`src/rtl/vga_kw_irq_gen_if.sv`:
```
// Bus between the text source / keyword programmer and the keyword IRQ
// generator. The master side feeds characters and configuration; the slave
// side (the generator) returns the interrupt, match count and overrun flag.
interface vga_kw_irq_gen_if #(
  parameter int DATA_W = 8,
  parameter int KW_MAX = 4,
  parameter int CNT_W  = 8
);
  localparam int IDX_W = (KW_MAX > 1) ? $clog2(KW_MAX) : 1;
  localparam int LEN_W = IDX_W + 1;

  logic              text_in;
  logic [DATA_W-1:0] text;
  logic              kw_wr;
  logic [IDX_W-1:0]  kw_idx;
  logic [DATA_W-1:0] kw_char;
  logic [LEN_W-1:0]  kw_len;
  logic              irq_en;
  logic              irq_clr;
  logic              vga_irq;
  logic [CNT_W-1:0]  match_cnt;
  logic              overrun;

  modport master (
    output text_in, text, kw_wr, kw_idx, kw_char, kw_len, irq_en, irq_clr,
    input  vga_irq, match_cnt, overrun
  );

  modport slave (
    input  text_in, text, kw_wr, kw_idx, kw_char, kw_len, irq_en, irq_clr,
    output vga_irq, match_cnt, overrun
  );
endinterface

```
`src/rtl/vga_kw_irq_gen.sv`:
```
// Keyword-triggered interrupt generator for the VGA text path.
// Keeps a sliding window of the most recent accepted characters and flags a
// match whenever the newest L characters equal the programmed keyword, where
// L is the active keyword length clamped to the window depth. Matches may
// overlap. The interrupt is either a sticky level with an overrun flag or a
// one-cycle pulse per match, chosen at elaboration time.
module vga_kw_irq_gen #(
  parameter int DATA_W    = 8,
  parameter int KW_MAX    = 4,
  parameter int CNT_W     = 8,
  parameter int IRQ_LEVEL = 1
) (
  input  logic CLK,
  input  logic RST,
  vga_kw_irq_gen_if.slave bus
);

  localparam int IDX_W = (KW_MAX > 1) ? $clog2(KW_MAX) : 1;
  localparam int LEN_W = IDX_W + 1;
  localparam logic [LEN_W-1:0] KW_MAX_L = LEN_W'(KW_MAX);
  localparam logic [CNT_W-1:0] CNT_MAX  = '1;

  // Window slot 0 holds the newest character, slot KW_MAX-1 the oldest.
  logic [DATA_W-1:0] win_q    [KW_MAX];
  logic [DATA_W-1:0] win_next [KW_MAX];
  logic [DATA_W-1:0] kw_q     [KW_MAX];

  // Number of characters accepted since the last flush, saturating.
  logic [LEN_W-1:0]  fill_q;
  logic [LEN_W-1:0]  fill_next;
  logic [LEN_W-1:0]  eff_len;

  logic [KW_MAX:1]   len_hit;
  logic              len_hit_sel;
  logic              match_next;
  logic              match_pulse;
  logic [CNT_W-1:0]  cnt_q;

  // Window contents after this cycle's accept: shift in at the newest slot.
  always_comb begin
    win_next = win_q;
    if (bus.text_in) begin
      win_next[0] = bus.text;
      for (int i = 1; i < KW_MAX; i++) begin
        win_next[i] = win_q[i-1];
      end
    end
  end

  // Fill count after this cycle; a keyword write flushes the history.
  always_comb begin
    fill_next = fill_q;
    if (bus.kw_wr) begin
      fill_next = '0;
    end else if (bus.text_in && (fill_q < KW_MAX_L)) begin
      fill_next = fill_q + LEN_W'(1);
    end
  end

  assign eff_len = (bus.kw_len > KW_MAX_L) ? KW_MAX_L : bus.kw_len;

  // For every possible length l, compare the newest l characters against
  // kw[0..l-1] with kw[l-1] aligned to the newest character.
  for (genvar l = 1; l <= KW_MAX; l++) begin : g_len
    logic [l-1:0] eq;
    for (genvar j = 0; j < l; j++) begin : g_chr
      assign eq[j] = (win_next[j] == kw_q[l-1-j]);
    end
    assign len_hit[l] = &eq;
  end

  // Pick the comparison result for the active length and qualify it.
  always_comb begin
    len_hit_sel = 1'b0;
    for (int l = 1; l <= KW_MAX; l++) begin
      if (eff_len == LEN_W'(l)) begin
        len_hit_sel = len_hit[l];
      end
    end
    match_next = bus.text_in && (eff_len != '0) && (fill_next >= eff_len) && len_hit_sel;
  end

  // Window, keyword slots, fill count and the registered match pulse.
  always_ff @(posedge CLK) begin
    if (RST) begin
      for (int i = 0; i < KW_MAX; i++) begin
        win_q[i] <= '0;
        kw_q[i]  <= '0;
      end
      fill_q      <= '0;
      match_pulse <= 1'b0;
    end else begin
      win_q       <= win_next;
      fill_q      <= fill_next;
      match_pulse <= match_next;
      if (bus.kw_wr && (int'(bus.kw_idx) < KW_MAX)) begin
        kw_q[bus.kw_idx] <= bus.kw_char;
      end
    end
  end

  // Saturating match counter; counts whether or not the IRQ is enabled.
  always_ff @(posedge CLK) begin
    if (RST) begin
      cnt_q <= '0;
    end else if (match_pulse && (cnt_q != CNT_MAX)) begin
      cnt_q <= cnt_q + CNT_W'(1);
    end
  end

  assign bus.match_cnt = cnt_q;

  if (IRQ_LEVEL != 0) begin : g_level
    logic irq_q;
    logic irq_d;
    logic ovr_q;
    logic ovr_d;

    // Sticky IRQ: a clear is applied first so a coincident match still sets.
    always_comb begin
      irq_d = irq_q;
      ovr_d = ovr_q;
      if (bus.irq_clr) begin
        irq_d = 1'b0;
        ovr_d = 1'b0;
      end
      if (match_pulse) begin
        if (irq_q && !bus.irq_clr) begin
          ovr_d = 1'b1;
        end
        if (bus.irq_en) begin
          irq_d = 1'b1;
        end
      end
    end

    // IRQ and overrun registers.
    always_ff @(posedge CLK) begin
      if (RST) begin
        irq_q <= 1'b0;
        ovr_q <= 1'b0;
      end else begin
        irq_q <= irq_d;
        ovr_q <= ovr_d;
      end
    end

    assign bus.vga_irq = irq_q;
    assign bus.overrun = ovr_q;
  end else begin : g_pulse
    logic unused_clr;
    assign unused_clr  = bus.irq_clr;
    assign bus.vga_irq = match_pulse & bus.irq_en;
    assign bus.overrun = 1'b0;
  end

endmodule

```
`src/flat_wrapper.sv`:
```
// flat-port wrapper written by rule: the top's interface ports become plain ports
module vga_kw_irq_gen_flat 
#(
  parameter int DATA_W    = 8,
  parameter int KW_MAX    = 4,
  parameter int CNT_W     = 8,
  parameter int IRQ_LEVEL = 1
)
  (CLK, RST, bus_text_in, bus_text, bus_kw_wr, bus_kw_idx, bus_kw_char, bus_kw_len, bus_irq_en, bus_irq_clr, bus_vga_irq, bus_match_cnt, bus_overrun);
  vga_kw_irq_gen_if #(.DATA_W(DATA_W), .KW_MAX(KW_MAX), .CNT_W(CNT_W)) bus_i ();
  input  logic CLK;
  input  logic RST;
  input wire logic [$bits(bus_i.text_in)-1:0] bus_text_in;
  input wire logic [$bits(bus_i.text)-1:0] bus_text;
  input wire logic [$bits(bus_i.kw_wr)-1:0] bus_kw_wr;
  input wire logic [$bits(bus_i.kw_idx)-1:0] bus_kw_idx;
  input wire logic [$bits(bus_i.kw_char)-1:0] bus_kw_char;
  input wire logic [$bits(bus_i.kw_len)-1:0] bus_kw_len;
  input wire logic [$bits(bus_i.irq_en)-1:0] bus_irq_en;
  input wire logic [$bits(bus_i.irq_clr)-1:0] bus_irq_clr;
  output wire logic [$bits(bus_i.vga_irq)-1:0] bus_vga_irq;
  output wire logic [$bits(bus_i.match_cnt)-1:0] bus_match_cnt;
  output wire logic [$bits(bus_i.overrun)-1:0] bus_overrun;
  assign bus_i.text_in = bus_text_in;
  assign bus_i.text = bus_text;
  assign bus_i.kw_wr = bus_kw_wr;
  assign bus_i.kw_idx = bus_kw_idx;
  assign bus_i.kw_char = bus_kw_char;
  assign bus_i.kw_len = bus_kw_len;
  assign bus_i.irq_en = bus_irq_en;
  assign bus_i.irq_clr = bus_irq_clr;
  assign bus_vga_irq = bus_i.vga_irq;
  assign bus_match_cnt = bus_i.match_cnt;
  assign bus_overrun = bus_i.overrun;
  vga_kw_irq_gen #(.DATA_W(DATA_W), .KW_MAX(KW_MAX), .CNT_W(CNT_W), .IRQ_LEVEL(IRQ_LEVEL)) u_core (.CLK(CLK), .RST(RST), .bus(bus_i));
endmodule
```
`config.mk`:
```
export PLATFORM = sky130hd
export DESIGN_NAME = vga_kw_irq_gen_flat
export DESIGN_NICKNAME = d
export VERILOG_FILES = /design/src/rtl/vga_kw_irq_gen_if.sv /design/src/rtl/vga_kw_irq_gen.sv /design/src/flat_wrapper.sv
export SDC_FILE = /design/constraint.sdc
export NUM_CORES = 1
export LEC_CHECK = 0
export ABC_AREA = 1
export CAP_MARGIN = 20
export CORE_MARGIN = 5
export CORE_UTILIZATION = 53
export DETAILED_ROUTE_END_ITERATION = 7
export PLACE_DENSITY = 0.76
export SLEW_MARGIN = 5
export SYNTH_ARGS = -nofsm -noshare
export SYNTH_HDL_FRONTEND = slang
export SYNTH_SLANG_ARGS = --single-unit
```
`constraint.sdc`:
```
create_clock -name CLK -period 1.6 [get_ports CLK]
set_input_delay 0.16 -clock CLK [delete_from_list [all_inputs] [get_ports CLK]]
set_output_delay 0.16 -clock CLK [all_outputs]
set_load 0.02 [all_outputs]
```
==> results of run 1 <==
==> where the power goes <==
part	internal (uW)	switching, uW
combinational	418	565
sequential	2180	114
clock	887	788
==> cell families after synthesis <==
logic type | count (synthesis) | share of synthesized area (%)
XOR/XNOR | 7 | 1.295
adder cells (fa/ha/maj) | 5 | 1.321
AO/OA/AOI/OAI | 52 | 5.893
flip-flops | 78 | 39.75
buffers and inverters | 110 | 10.07
AND/OR/NAND/NOR | 477 | 41.68
==> metal layers <==
| metal | vias to the layer above | routed length, um |
|---|---|---|
| li1 | 2498 | - |
| met1 | 2216 | 5894 |
| met2 | 175 | 6420 |
| met3 | 38 | 1040 |
| met5 | - | 0 |
| met4 | 0 | 373 |
==> worst max-delay path: stages, from the launching register on <==
cell,delay [ns]
dfxtp_1,0.35
o21ai_0,0.40
nand2_1,0.10
nand2_1,0.09
nand2_1,0.05
nor2_1,0.20
nand2_1,0.07
nor2_1,0.11
nand2_1,0.06
nand2_1,0.05
nand2_1,0.06
a21oi_2,0.09
==> final cells by class <==
type	count	area [sq um]
well taps	108	135.1
clock inverters	5	82.58
flip-flops and latches	78	1888
clock buffers	11	131.4
inverters	93	349.1
multi-input cells	541	2434
repair buffers	109	968.4
fillers	769	2733
==> flip-flops by register name, indices dropped and copies added, names as in the netlist <==
signal                count
u_core.kw_q              32
u_core.match_pulse        1
u_core.fill_q             3
u_core.bus.overrun        1
u_core.bus.match_cnt      8
u_core.bus.vga_irq        1
u_core.win_q             32
==> how the worst max path moves through the flow <==
stage | endpoint | startpoint | slack (ns)
after floorplan | u_core.match_pulse$_SDFF_PP0_ | bus_text_in | 0.005
after global placement | u_core.match_pulse$_SDFF_PP0_ | bus_text[3] | -0.17
after detailed placement | u_core.match_pulse$_SDFF_PP0_ | bus_text[3] | -0.16
after CTS | u_core.match_pulse$_SDFF_PP0_ | u_core.fill_q[0]$_SDFF_PP0_ | -0.11
after global routing | u_core.match_pulse$_SDFF_PP0_ | u_core.fill_q[0]$_SDFF_PP0_ | -0.18
final | u_core.match_pulse$_SDFF_PP0_ | u_core.win_q[16]$_SDFF_PP0_ | -0.10
==> cells in the final DEF (no fill, tap or decap), types with 2 or more instances in the layout <==
master           instances
nand2_1                285
clkbuf_1                 2
buf_12                   5
a21oi_2                  2
nand2_2                 10
dfxtp_1                 41
nand3b_1                 4
dfxtp_2                  5
clkinv_1                 2
o22ai_1                  2
nand4_1                  3
nor2_1                  91
xor2_1                   7
bufinv_16                2
inv_2                    2
nand3_1                 62
buf_4                   68
clkdlybuf4s50_1         34
o21ai_0                 16
o211ai_1                 3
edfxtp_1                32
nor3_2                   2
ha_1                     4
clkbuf_8                 9
a21oi_1                 25
nor3_1                   9
nand2_4                  4
inv_1                   89
==> per-stage QoR <==
| stage | setup WS, ns | util [%] |
|---|---|---|
| floorplan | 0.005039 | - |
| global placement | -0.1708 | 65.52 |
| detailed placement | -0.1634 | 65.52 |
| CTS | -0.1127 | 68.35 |
| global route | -0.1754 | 68.67 |
| finish | -0.1011 | 68.67 |
==> timing repair <==
item | CTS | global route
gates resized for setup | 6 | 5
setup buffers | 0 | 2
pin swaps | 4 | 2
setup endpoints to repair | 2 | 7
==> metrics.md, run 1 <==
| Metric | Value |
|---|---|
| Status | `complete, but fails checks` |
| Failing checks | `negative setup slack` |
| Io pins | `37` |
| WL final | `13.73 mm` |
| Ant diodes | `0` |
| Clock-pin slew on the worst setup and hold paths | `0.09 ns` |
| Post-cts hold buffer count | `0` |
| Clk Latency, worst-skew pair | `0.36 ns` |
| First-pass GRT wire length | `21.90 mm` |
| RD Place Congestion | `1.061` |
| Antenna violations before repair | `0` |
| IO buf count | `36` |
| Top-count cell post-synth | `nand2_1` |
| Die area | `10920 sq um` |
| Pwr Total | `4949 uW` |
| Drt first pass iters | `6` |
| Number of synthesized flops with an enable pin | `32` |
| Final Instance Area | `5988 sq um` |
| Pleak | `0.002999 uW` |
| Core Rows | `34` |
| Reg2Reg Setup Slack | `-0.10 ns` |
| Share of the synthesized area in the top cell type | `22.60%` |
| Wire per inst | `14.53 um` |
| DIE HEIGHT | `104.5 um` |
| Placed Cells | `927` |
| 1st-iter DRT viols | `359` |
| TNS Setup | `-0.1011 ns` |
| Layout cells sized above 1 | `14.22%` |
| Crit Path Category | `register to register` |
| Tmin final | `1.701 ns` |
| Fmax | `0.5879 GHz` |
| Asr flop ratio synth | `0%` |
| RSZ-0062 raised after global routing | `true` |
| Vias/cell | `5.214` |
| Max-slew violations | `0` |
| Sequential area share after synthesis | `39.75%` |
| Clk_skew | `0.009896 ns` |
| Final hold vios | `0` |
| Met1 usage in global routing | `31.69%` |
| Routed Antenna Nets | `0` |
| Post-synth top cells | `285 x nand2_1, 92 x nor2_1, 90 x inv_1` |
| Syn Area/Cell | `6.495 sq um` |
| GRT busiest layer | `met2` |
| CP max FO | `3` |
| Worst r2r dst | `u_core.match_pulse$_SDFF_PP0_` |
| Largest net degree at the start of global routing | `48` |
| Max H-tree Level | `3` |
| Via Count | `4927` |
| Fin crit share | `106.3%` |
| Worst-margin pin slew | `0.4621 ns` |
| Synthesized area | `4735 sq um` |
| Synth Instances | `729` |
| Placed inst area | `5714 sq um` |
| Met2 GRT Util | `40.95%` |
| Met3 usage | `6.021%` |
| Startpoint Class | `register` |
| Synth top area cells | `nand2_1 23%, edfxtp_1 20%, dfxtp_1 19%` |
| Worst Hold Class | `input port to register` |
| Worst EP required | `1.90 ns` |
| Synth Flop Type | `dfxtp_1` |
| Final hold slack | `0.3051 ns` |
| Core Box Area | `8721 sq um` |
| Final setup margin | `-0.1011 ns` |
| HP Start | `bus_text_in` |
| Final setup fails | `1` |
| Hold endpoint | `u_core.win_q[4]$_SDFF_PP0_` |
| #FFs+latches synth | `78` |
| Largest area contributor in the netlist | `nand2_1` |
| Worst R2R Start | `u_core.win_q[16]$_SDFF_PP0_` |
| CTS sink count | `78` |
| Slew margin rel. | `68.87%` |
| Reg2reg path depth | `11` |
| Power per cell area | `826.5 nW/um^2` |
| Initial Util | `54.29%` |
| Clock buffer count from CTS | `9` |
| Max_cap viols | `0` |
| Grt ovf | `0` |
| Total Routing Usage GR | `24.96%` |
| Root Buffer | `clkbuf_8` |
| Post-DP HPWL | `10.53 mm` |
| Arr. time, crit path | `2.00 ns` |
| Drt drc | `0` |
| Syn_nets | `761` |
| Hold path cells | `5` |
| Number of global-route vias before repair | `4586` |
| Die Wd | `104.5 um` |
| Worst IR Drop VDD | `0.6634 mV` |
| Yosys warns | `0` |
| Post-Layout Cell Count | `945` |
| Critical Path Sink Type | `register` |
| Clock tree buffer depth | `2` |
| CTS tree | `done` |
| Area Growth Syn to Fin | `26.48%` |
| Synth cell types | `32` |
| Fin nets | `864` |
(Power assumes the default switching activity.)
==> run 2, diff against run 1 <==
Settings changed: CORE_MARGIN 5 to not set.
Clock period 1.6 ns to 1.4 ns, I/O delays scaled along.
==> run 2 against run 1 <==
The run still ends with negative setup slack left. Cell area up 7.8%. Sequential power up 14%. Clock skew about the same. Sequential share of layout area down 2.1 points.
==> metrics.md, run 2 (synthesis gave the netlist of run 1 again) <==
| Metric | Value |
|---|---|
| CTS tree | `done` |
| Leading cell types in the layout, fill and taps excluded | `282 x nand2_1, 113 x buf_4, 90 x nor2_1` |
| Post-DP HPWL | `11.00 mm (+4.4%)` |
| Drt first pass iters | `6 (unchanged)` |
| CP max FO | `2 (-1)` |
| Root Buffer | `clkbuf_8` |
| Post-Layout Cell Count | `993 (+5.1%)` |
| Seq pwr share | `43.8% (-2.5 points)` |
| Failing checks | `negative setup slack` |
| Switching Fraction | `29.34% (-0.31 points)` |
| Fmax | `0.5779 GHz (-1.7%)` |
| Final Instance Area | `6452 sq um (+7.8%)` |
| DIE HEIGHT | `96.52 um (-7.7%)` |
| Critical Path Sink Type | `register` |
| Wire per inst | `15.18 um (+4.5%)` |
| Max H-tree Level | `3 (unchanged)` |
| 1st-iter DRT viols | `380 (+5.8%)` |
| Worst R2R Start | `u_core.fill_q[1]$_SDFF_PP0_` |
| Power share of the combinational group | `21.0% (+1.1 points)` |
| Ant diodes | `0 (unchanged)` |
| Slew margin rel. | `69.12% (+0.25 points)` |
| Vias/cell | `5.210 (about the same)` |
| Pwr Total | `5955 uW (+20%)` |
| Layout cells sized above 1 | `20.90% (+6.7 points)` |
| Die area | `9315 sq um (-15%)` |
| Status | `complete, but fails checks` |
| Area Growth Syn to Fin | `36.28%` |
| Startpoint Class | `register` |
| Fin nets | `912 (+5.6%)` |
| Crit Path Category | `register to register` |
| Internal power | `4208 uW (+21%)` |
| Antenna violations before repair | `0 (unchanged)` |
| Biggest cell delay along the critical path | `0.35 ns (-0.05 ns)` |
| Arr. time, crit path | `2.02 ns (+0.02 ns)` |
| Initial Util | `54.56% (+0.27 points)` |
| Drt drc | `0 (unchanged)` |
| # fillers | `684 (-11%)` |
| Placed Cells | `969 (+4.5%)` |
| Most common cell after layout, fill and taps aside | `nand2_1` |
| Final hold slack | `0.2125 ns (-0.09255 ns)` |
| Final hold vios | `0 (unchanged)` |
| Fin crit share | `123.6% (+17 points)` |
| Final setup margin | `-0.3303 ns (-0.2292 ns)` |
| Clock Power Share | `35.3% (+1.5 points)` |
| Worst IR Drop VDD | `0.8865 mV (+34%)` |
| Worst-margin pin slew | `0.4632 ns (+0.001122 ns)` |
| Core Rows | `34 (unchanged)` |
| Clock buffer count from CTS | `9 (unchanged)` |
| Final setup fails | `8 (+7)` |
| Max-slew violations | `0 (unchanged)` |
| Total Routing Usage GR | `31.83% (+6.9 points)` |
| Max_cap viols | `0 (unchanged)` |
| Number of global-route vias before repair | `4395 (-4.2%)` |
| Largest net degree at the start of global routing | `46 (-4.2%)` |
| RSZ-0062 raised after global routing | `true` |
| Die Wd | `96.52 um (-7.7%)` |
| Tmin final | `1.730 ns (+0.02921 ns)` |
| Grt ovf | `0 (unchanged)` |
| Pleak | `0.003328 uW (+11%)` |
| Placed inst area | `6032 sq um (+5.6%)` |
| Critical Path Slowest Stage Cell | `dfxtp_2` |
| Crit path cell chain | `ha_4, nor3_4, nor3_2, ha_1, nand2_1, o211ai_1, nand3_1, inv_2, nand2_1, a21oi_1` |
| Routed Antenna Nets | `0 (unchanged)` |
| Power per cell area | `923.0 nW/um^2 (+12%)` |
| WL final | `15.07 mm (+9.8%)` |
| Clock tree buffer depth | `2 (unchanged)` |
| Clk Latency, worst-skew pair | `0.36 ns (about the same)` |
| CTS sink count | `78 (unchanged)` |
| Sw Pwr | `1747 uW (+19%)` |
| Clk_skew | `0.009841 ns (-0.00005538 ns)` |
| Worst EP required | `1.69 ns (-0.21 ns)` |
| RD Place Congestion | `1.032 (-2.7%)` |
| Core Box Area | `8678 sq um (-0.49%)` |
| IO buf count | `36 (unchanged)` |
| Via Count | `5174 (+5.0%)` |
| Worst Hold Class | `input port to register` |
| Clock-pin slew on the worst setup and hold paths | `0.09 ns (about the same)` |
| Most Frequent Cell on Critical Path | `nand2_1` |
| HP Start | `bus_kw_wr` |
| First-pass GRT wire length | `21.84 mm (-0.28%)` |
| CP Launch Point | `u_core.fill_q[1]$_SDFF_PP0_` |
| Io pins | `37 (unchanged)` |
run 2: changes by cell type in the layout (fill, tap and decap cells not counted), moves of 4 or more:
cell,change
clkdlybuf4s50_1,-10
buf_4,+45
o21ai_0,-5
dlygate4sd2_1,+11
buf_6,+4
run 2: critical path: cells and delay by family (launching register included):
| kind | cells | cell delay, ns |
|---|---|---|
| adder cells (fa/ha/maj) | 2 | 0.54 |
| AND/OR/NAND/NOR | 5 | 0.42 |
| flip-flops | 1 | 0.35 |
| AO/OA/AOI/OAI | 2 | 0.28 |
| buffers and inverters | 1 | 0.07 |
run 2: power by group through the flow:
stage          clock network (uW)  registers (uW)  logic (uW)
2_1_floorplan                   0            2610         663
3_3_place_gp                    0            2650        1180
3_5_place_dp                    0            2650        1200
4_1_cts                      2090            2600        1220
5_1_grt                      2160            2620        1380
6_report                     2100            2610        1250
run 2: final cells by class:
cell class,count,area (sq um),area share [%]
clock buffer,12,166.4,2.579
clock inverter,4,77.57,1.202
inverter,93,354.1,5.488
multi-input combinational,541,2507,38.86
sequential,78,1897,29.40
tap,108,135.1,2.094
timing repair buffer,157,1315,20.38
run 2: what timing repair did:
item | in CTS | in global routing
pin swaps | 8 | 13
hold buffers | 0 | 0
buffers inserted | 4 | 4
setup endpoints to repair | 34 | 10
gates resized for setup | 23 | 26
cloned | 0 | 0
hold endpoints to repair | 0 | 0
run 2: worst paths after layout:
check	end	slack [ns]	cells after the start
worst max-delay path	u_core.match_pulse$_SDFF_PP0_	-0.33	10
worst min-delay path	u_core.fill_q[2]$_SDFF_PP0_	0.21	2
worst max register to register	u_core.match_pulse$_SDFF_PP0_	-0.33	10
worst min register to register	u_core.win_q[4]$_SDFF_PP0_	0.49	2
run 2: through the flow:
| stage | setup TNS, ns | util, % | setup WS (ns) |
|---|---|---|---|
| global route | -1.607 | 74.35 | -0.3931 |
| CTS | -0.3443 | 73.08 | -0.3443 |
| floorplan | -0.1692 | - | -0.1692 |
| finish | -0.9120 | 74.35 | -0.3303 |
| detailed placement | -17.63 | 69.51 | -0.4175 |
| global placement | -12.98 | 69.51 | -0.3692 |
run 2: metal layers:
layer / up-vias / wire length, um / GRT usage (%)
met3: 50 / 956 / 5.790
met4: 0 / 525 / 11.89
met1: 2341 / 6586 / 42.34
met5: - / 0 / 0
met2: 196 / 7003 / 51.53
li1: 2587 / - / -
==> run 3, diff against run 2 <==
Settings changed: CAP_MARGIN 20 to not set.
==> results of run 3 <==
Final layout, timing and power as in run 2 (identical DEF).
